`src/rtl/dsp_bank2_arbiter.sv`:
```
// Bank-2 arbiter: a sample FIFO drains into a circular region of single-ported bank 2.
// Core accesses to bank 2 compete with those writes under bounded starvation; bank 1 reads pass through.
module dsp_bank2_arbiter #(
    parameter int ADDR_LEN   = 15,
    parameter int WORD_LEN   = 16,
    parameter int FIFO_DEPTH = 4,
    parameter int STARVE_MAX = 3
) (
    input  logic                clk_i,
    input  logic                rst_i,
    input  logic                core_req_i,
    input  logic                core_we_i,
    input  logic [15:0]         core_addr_i,
    input  logic [WORD_LEN-1:0] core_wdata_i,
    output logic                core_stall_o,
    output logic                core_ack_o,
    output logic [WORD_LEN-1:0] core_rdata_o,
    input  logic                smp_valid_i,
    input  logic [WORD_LEN-1:0] smp_data_i,
    output logic                smp_ready_o,
    input  logic                cfg_load_i,
    input  logic [ADDR_LEN-1:0] ring_base_i,
    input  logic [ADDR_LEN-1:0] ring_len_i,
    output logic [ADDR_LEN-1:0] wr_ptr_o,
    output logic                wrap_pulse_o,
    output logic [ADDR_LEN-1:0] b1_addr_o,
    input  logic [WORD_LEN-1:0] b1_rdata_i,
    output logic [ADDR_LEN-1:0] b2_addr_o,
    output logic [WORD_LEN-1:0] b2_wdata_o,
    output logic                b2_we_o,
    input  logic [WORD_LEN-1:0] b2_rdata_i
);

    localparam int PTR_W = $clog2(FIFO_DEPTH);
    localparam int CNT_W = PTR_W + 1;
    localparam int SC_W  = $clog2(STARVE_MAX + 1);

    logic [WORD_LEN-1:0] fifo_mem_q [FIFO_DEPTH];
    logic [PTR_W-1:0]    rd_idx_q, rd_idx_d, wr_idx_q, wr_idx_d;
    logic [CNT_W-1:0]    count_q, count_d;
    logic [SC_W-1:0]     starve_q, starve_d;
    logic [ADDR_LEN-1:0] wr_ptr_q, wr_ptr_d, ring_base_q, ring_base_d, ring_len_q, ring_len_d;
    logic                ack_q, ack_d, bank_sel_q, bank_sel_d, wrap_q, wrap_d;

    logic                fifo_empty, fifo_full, push, core_b2_req;
    logic                smp_grant, core_b2_grant, core_grant;
    logic [ADDR_LEN-1:0] ring_end;

    assign fifo_empty    = (count_q == '0);
    assign fifo_full     = (count_q == CNT_W'(FIFO_DEPTH));
    assign smp_ready_o   = !fifo_full && (ring_len_q != '0);
    assign push          = smp_valid_i && smp_ready_o;
    assign core_b2_req   = core_req_i && core_addr_i[15];

    // The sample path only yields to the core while it is neither starved nor backed up.
    assign smp_grant     = !fifo_empty &&
                           (!core_b2_req || (starve_q == SC_W'(STARVE_MAX)) || fifo_full);
    assign core_b2_grant = core_b2_req && !smp_grant;
    assign core_grant    = (core_req_i && !core_addr_i[15]) || core_b2_grant;
    assign core_stall_o  = core_b2_req && !core_b2_grant;

    assign ring_end      = ring_base_q + ring_len_q - ADDR_LEN'(1);
    assign b1_addr_o     = core_addr_i[ADDR_LEN-1:0];
    assign core_ack_o    = ack_q;
    assign core_rdata_o  = bank_sel_q ? b2_rdata_i : b1_rdata_i;
    assign wr_ptr_o      = wr_ptr_q;
    assign wrap_pulse_o  = wrap_q;

    always_comb begin
        b2_addr_o  = core_addr_i[ADDR_LEN-1:0];
        b2_wdata_o = core_wdata_i;
        b2_we_o    = 1'b0;
        if (smp_grant) begin
            b2_addr_o  = wr_ptr_q;
            b2_wdata_o = fifo_mem_q[rd_idx_q];
            b2_we_o    = 1'b1;
        end else if (core_b2_grant) begin
            b2_we_o    = core_we_i;
        end
    end

    always_comb begin
        rd_idx_d    = rd_idx_q;
        wr_idx_d    = wr_idx_q;
        count_d     = count_q;
        starve_d    = starve_q;
        wr_ptr_d    = wr_ptr_q;
        ring_base_d = ring_base_q;
        ring_len_d  = ring_len_q;
        ack_d       = core_grant;
        bank_sel_d  = core_addr_i[15];
        wrap_d      = 1'b0;

        if (push) wr_idx_d = wr_idx_q + PTR_W'(1);
        if (smp_grant) rd_idx_d = rd_idx_q + PTR_W'(1);
        if (push && !smp_grant) count_d = count_q + CNT_W'(1);
        else if (!push && smp_grant) count_d = count_q - CNT_W'(1);

        if (fifo_empty || smp_grant) starve_d = '0;
        else if (core_b2_grant && (starve_q != SC_W'(STARVE_MAX))) starve_d = starve_q + SC_W'(1);

        if (smp_grant) begin
            if (wr_ptr_q == ring_end) begin
                wr_ptr_d = ring_base_q;
                wrap_d   = !cfg_load_i;
            end else begin
                wr_ptr_d = wr_ptr_q + ADDR_LEN'(1);
            end
        end

        // A reconfiguration overrides the pointer advance but not the write already on the bus.
        if (cfg_load_i) begin
            ring_base_d = ring_base_i;
            ring_len_d  = ring_len_i;
            wr_ptr_d    = ring_base_i;
            count_d     = '0;
            rd_idx_d    = '0;
            wr_idx_d    = '0;
        end
    end

    always_ff @(posedge clk_i) begin
        if (rst_i) begin
            rd_idx_q    <= '0;
            wr_idx_q    <= '0;
            count_q     <= '0;
            starve_q    <= '0;
            wr_ptr_q    <= '0;
            ring_base_q <= '0;
            ring_len_q  <= '0;
            ack_q       <= 1'b0;
            bank_sel_q  <= 1'b0;
            wrap_q      <= 1'b0;
        end else begin
            rd_idx_q    <= rd_idx_d;
            wr_idx_q    <= wr_idx_d;
            count_q     <= count_d;
            starve_q    <= starve_d;
            wr_ptr_q    <= wr_ptr_d;
            ring_base_q <= ring_base_d;
            ring_len_q  <= ring_len_d;
            ack_q       <= ack_d;
            bank_sel_q  <= bank_sel_d;
            wrap_q      <= wrap_d;
        end
    end

    always_ff @(posedge clk_i) begin
        if (push) fifo_mem_q[wr_idx_q] <= smp_data_i;
    end

endmodule

```
`config.mk`:
```
export PLATFORM = sky130hd
export DESIGN_NAME = dsp_bank2_arbiter
export DESIGN_NICKNAME = d
export VERILOG_FILES = /design/src/rtl/dsp_bank2_arbiter.sv
export SDC_FILE = /design/constraint.sdc
export NUM_CORES = 1
export LEC_CHECK = 0
export CORE_MARGIN = 2
export CORE_UTILIZATION = 42
export CTS_CLUSTER_DIAMETER = 150
export CTS_CLUSTER_SIZE = 16
export DETAILED_ROUTE_END_ITERATION = 12
export DONT_BUFFER_PORTS = 1
export HOLD_SLACK_MARGIN = 0.15
export SLEW_MARGIN = 0
export SYNTH_ARGS = -nofsm -noshare
export SYNTH_HDL_FRONTEND = slang
export SYNTH_SLANG_ARGS = --single-unit
```
`constraint.sdc`:
```
create_clock -name clk_i -period 6.9 [get_ports clk_i]
set_input_delay 0.345 -clock clk_i [delete_from_list [all_inputs] [get_ports clk_i]]
set_output_delay 0.345 -clock clk_i [all_outputs]
set_load 0.01 [all_outputs]
```
After elaboration in Yosys (flattened, before gate mapping)
Memories as Yosys holds them, arrays and structs flattened. A register that Yosys moved wholly into a read port is not among the register bits.
Cells that the tools add are included.
- add/subtract/negate cells: 8
- multipliers: 0
- divide/modulo/power cells: 0
- order comparisons: 0
- eq/ne operators: 4
- shifts and indexed selects: 0
- multiplexer cells: 14
- bitwise operators: 2
- reduce and logical (&&, ||, !) cells: 29
- operators by type and width (operator ; number):
    15-bit 2-to-1 mux ; 4
    16-bit 2-to-1 mux ; 2
    15-bit by 1-bit adder with 15-bit output, second input constant ; 1
    15-bit adder ; 1
    15-bit == test ; 1
    15-bit nonzero test ; 1
    15-bit by 1-bit subtractor with 15-bit output, second input constant ; 1
    1-bit logical AND ; 10
    1-bit zero test ; 8
    2-bit by 1-bit adder with 2-bit output, second input constant ; 3
    3-bit 2-to-1 mux ; 2
    1-bit logical OR ; 4
    1-bit 2-to-1 mux ; 4
    2-bit 2-to-1 mux ; 2
    2-bit nonzero test ; 2
    2-bit OR reduction ; 2
    3-bit by 1-bit adder with 3-bit output, second input constant ; 1
    3-bit == test, second input constant ; 1
    3-bit zero test ; 1
    3-bit OR reduction ; 1
    3-bit by 1-bit subtractor with 3-bit output, second input constant ; 1
    2-bit == test, second input constant ; 1
    2-bit inequality test, second input constant ; 1
    1-bit inverter ; 2
- flip-flop bits (word level): 57
- latch bits: 0
- RAM bits: 64
- bits in read-only memories: 0
- bits of input ports: 116
- output and inout bits: 82
- logic and storage cells: 68
- memories: 1
- memories (memory ; depth ; width ; read ports ; clocked after Yosys merged registers in ; wr ports ; RTL line ; text):
    fifo_mem_q ; 4 ; 16 ; 1 ; 1 ; 1 ; 38 ; logic [WORD_LEN-1:0] fifo_mem_q [FIFO_DEPTH];

Longest topological paths before layout
- depth after elaboration: 9
- depth in mapped cells: 14
- gate-level depth less buffers: 13

Least setup slack after synthesis
No wires, ideal clock.
- path type: register to register
- start: register ring_base_q[1]
- end: register wr_ptr_q[2], in the netlist wr_ptr_o[2]
- setup time: 95 ps
- arrival time: 3147 ps
- data required time: 6805 ps
- setup slack: 3657 ps
- stages on the path, launching flop included: 14
- path buffers: 0
- clock period less this slack: 3243 ps
- cell sequence: dfxtp_1 -> inv_1 -> ha_1 -> inv_1 -> ha_1 -> fa_1 -> a21o_1 -> a221oi_4 -> nor2_1 -> a2111oi_2 -> nor3_1 -> nand3_2 -> mux2_2 -> a221oi_1
- word-level cells in the longest chain between the ends: 6
- ends and longest elaborated chain (what ; RTL line ; text):
    start, declared ; 42 ; logic [ADDR_LEN-1:0] wr_ptr_q, wr_ptr_d, ring_base_q, ring_base_d, ring_len_q, ring_len_d;
    start signal, assigned ; 140 ; ring_base_q <= ring_base_d;
    15-bit adder ; 62 ; assign ring_end = ring_base_q + ring_len_q - ADDR_LEN'(1);
    15-bit by 1-bit subtractor with 15-bit output ; 62 ;
    15-bit == test ; 103 ; if (wr_ptr_q == ring_end) begin
    15-bit 2-to-1 mux ; 103 ;
    15-bit 2-to-1 mux ; 102 ; if (smp_grant) begin
    15-bit 2-to-1 mux ; 112 ; if (cfg_load_i) begin
    end signal, assigned ; 139 ; wr_ptr_q <= wr_ptr_d;
    end, declared ; 42 ;
Every way passes these cells. The select of a mux whose other input is x is not followed.
A chain may end at the register's enable or synchronous reset.

Worst setup path after layout
- start: register ring_base_q[1]
- end: register wr_ptr_q[5], in the netlist wr_ptr_o[5]
Same word-level chain as after synthesis.

==> out/results.ini <==
[synth]
synthFlopType = edfxtp_1
yosysMostFrequentCell = nand2_1
ys_ff_latch = 123
avgSynthCellArea_um2 = 9.75
yosysTopAreaCell = edfxtp_1
synth_fp_nets = 902
syn_inst = 750
yosysUniqueCellTypes = 70
async_reset_ff_share_pct = 0
synth_area_leaders = edfxtp_1 26%, dfxtp_1 16%, ha_1 5.8%, nand2_1 5.7%, mux4_2 4.9%
yosysSeqAreaShare_pct = 42.4
synth_top_area_share_pct = 26.3
synthTopCellsByCount = 111 x nand2_1, 65 x inv_1, 64 x edfxtp_1, 59 x dfxtp_1, 56 x nor2_1
yosys_warnings = 0
synth-edff-count = 64
syn-cell-area_um2 = 7310

[outcome]
status = complete, no violations

[floorplan]
fp.dieArea_um2 = 18500
rows = 48
boundaryPins = 198
start_util_pct = 42.6
die_y_um = 136
coreArea_um2 = 17200
die_width_um = 136

[pwr]
p_int_mw = 1.72
clkPwrFrac_pct = 34.5
powerDensity_nw_per_um2 = 310
power_switching_share_pct = 34.3
comb_power_share_pct = 31.5
vdd_drop_max_mv = 0.290
power_mw = 2.62
power_leakage_nw = 3.39
p_seq_share_pct = 34.0
p_sw_mw = 0.898

[place]
dp_cells = 913
dp_slack_ns = 3.04
hpwl_um = 14400
gp_congestion = 0.870
placed_area_um2 = 7270
port_buffers = 0

[timing]
worst_pin_slew_ns = 0.958
rsz0062_at_grt = no
period_minus_slack_ns = 4.27
fmax_ghz = 0.234
setup_tns_ns = 0
setup_viol = 0
skew_ns = 0.00685
post-route-period-util_pct = 61.8
final_max_slew_viol_count = 0
finalHoldViolCount = 0
fin_ws_ns = 2.63
holdWs_ns = 0.166
slew_headroom_pct = 36.1

[layout]
fin_area_um2 = 8440
antenna_cells = 0
area_growth_pct = 15.4
final_cell_count_no_fill = 999
drive_above_1_share_pct = 10.3
n_fill_cell = 1642
fin_nets = 913
final_core_util_pct = 49.1

[clock_network]
cts_setup_buffers = 0
ctsHoldBuffers = 54
ctsResizeCount = 0
clock_path_buffers = 2
cts_tree = built
clk_pin_slew_ns = 0.05
cts_made_buffers = 17
clock_sinks = 123
clk-insertion-delay-late_ns = 0.42
root_buffer = clkbuf_16
htree_num_levels = 4

[setup_path]
rr_startpoint = ring_base_q[1]
path_delay_family = compound AO/OA/AOI/OAI gates
critPathArrivalTime_ns = 4.63
r2r_slack_ns = 2.63
end_kind = flop
crit_chain = inv_1 > ha_1 > inv_1 > ha_1 > fa_1 > a21o_1 > a221oi_4 > nor2_1 > a2111oi_2 > nor3_1 > nand3_2 > a221oi_1 > a221oi_2 > dlygate4sd3_1
crit_slowest_cell = a2111oi_2
required_ns = 7.26
worst-path-buf-inv = 3
cpPeakStageDelay_ns = 0.57
start_kind = flop
r2r_end = wr_ptr_o[5]
reg2regPathDepth = 14
path_class = reg2reg
cp_max_fo = 14

[drt]
wirelength_um = 20200
drc_errors = 0
drt_iter0_drc = 412
via_per_inst = 5.63
wl_per_cell_um = 20.2
postRouteAntennaNets = 0
dr.pass1.iters = 5
via_count = 5623

[grt]
overflow = 0
grt_pass1_vias = 5590
grt_usage_pct = 22.0
grt_max_degree = 57
grt_pass1_wl_um = 30600
antenna_found_initial = 0

[hold_path]
hold_depth = 3
min_to = wr_ptr_o[4]
hold_path_startpoint = cfg_load_i
min_path_type = in2reg

[job]
drv_cap = 0

==> final cells by class <==
cell class	instances	area, um^2	area share (%)
Timing Repair Buffer	55	568	6.73
Clock buffer	27	526	6.23
Inverter	65	244	2.89
Multi-Input combinational cell	499	3640	43.1
Sequential cell	123	3100	36.8
Tap cell	225	282	3.34
Clock inverter	5	78.8	0.934
==> cell usage in the layout (no fill, tap or decap), types with 8 or more instances in the layout <==
cell type      count
mux2_2            19
mux4_2            16
nor3_1            12
mux2i_1           35
xor2_1            12
dlygate4sd3_1     52
ha_1              34
dfxtp_1           59
inv_1             64
a21oi_1           32
o21ai_0           10
and3_1             8
xnor2_1           14
clkbuf_16         19
nand2_1          111
nand4_1           13
nor2_1            56
edfxtp_1          64
nand2b_1           9
nand3_1           14
==> worst max path at each step <==
| stage | end | cells past startpoint | start | slack (ns) |
|---|---|---|---|---|
| 2_1_floorplan | wr_ptr_o[2] | 13 | ring_base_q[1] | 3.66 |
| 3_3_place_gp | wr_ptr_o[2] | 13 | ring_base_q[1] | 3.12 |
| 3_5_place_dp | wr_ptr_o[2] | 13 | ring_base_q[1] | 3.04 |
| 4_1_cts | wr_ptr_o[5] | 14 | ring_base_q[1] | 2.66 |
| 5_1_grt | wr_ptr_o[5] | 14 | ring_base_q[1] | 2.39 |
| 6_report | wr_ptr_o[5] | 14 | ring_base_q[1] | 2.63 |
==> flip-flops by register name, summed over array words and instances, names as in the netlist, named ones only <==
register	cells
rd_idx_q	2
ring_base_q	15
ring_len_q	15
wr_idx_q	2
count_q	3
bank_sel_q	1
wrap_pulse_o	1
fifo_mem_q	64
starve_q	2
core_ack_o	1
wr_ptr_o	15
==> worst min-delay path, cell delays in order <==
cell and delay, ns:
nor2_1 0.03, a21oi_1 0.10, a211oi_1 0.06
==> routing by layer <==
layer | share of wire [%] | up-vias | wire length (um) | global-route usage (%)
met3 | 6.9 | 43 | 1390 | 5.37
li1 | - | 2665 | - | -
met4 | 3.2 | 0 | 653 | 9.09
met1 | 42 | 2711 | 8410 | 27.8
met5 | 0 | - | 0 | 0
met2 | 48 | 204 | 9760 | 36.1
==> kinds of logic (layout without fill, tap and decap cells) <==
| family | after synthesis | in the layout | synth area share (%) |
|---|---|---|---|
| adder cells (fa/ha/maj) | 36 | 36 | 6.37 |
| flip-flops | 123 | 123 | 42.4 |
| AO/OA/AOI/OAI | 100 | 100 | 9.79 |
| AND/OR/NAND/NOR | 266 | 266 | 17.5 |
| buffers and inverters | 128 | 152 | 7.82 |
| XOR/XNOR | 27 | 27 | 3.42 |
| multiplexers | 70 | 70 | 12.6 |
==> power by group through the flow <==
stage                     combinational (mW)  sequential (mW)  clock (mW)
after global placement                 0.770            0.902           0
after CTS                              0.826            0.890       0.911
final                                  0.824            0.891       0.903
after floorplan                        0.670            0.870           0
after global routing                   0.910            0.898       0.944
after detailed placement               0.775            0.906           0
(Power assumes the default switching activity.)
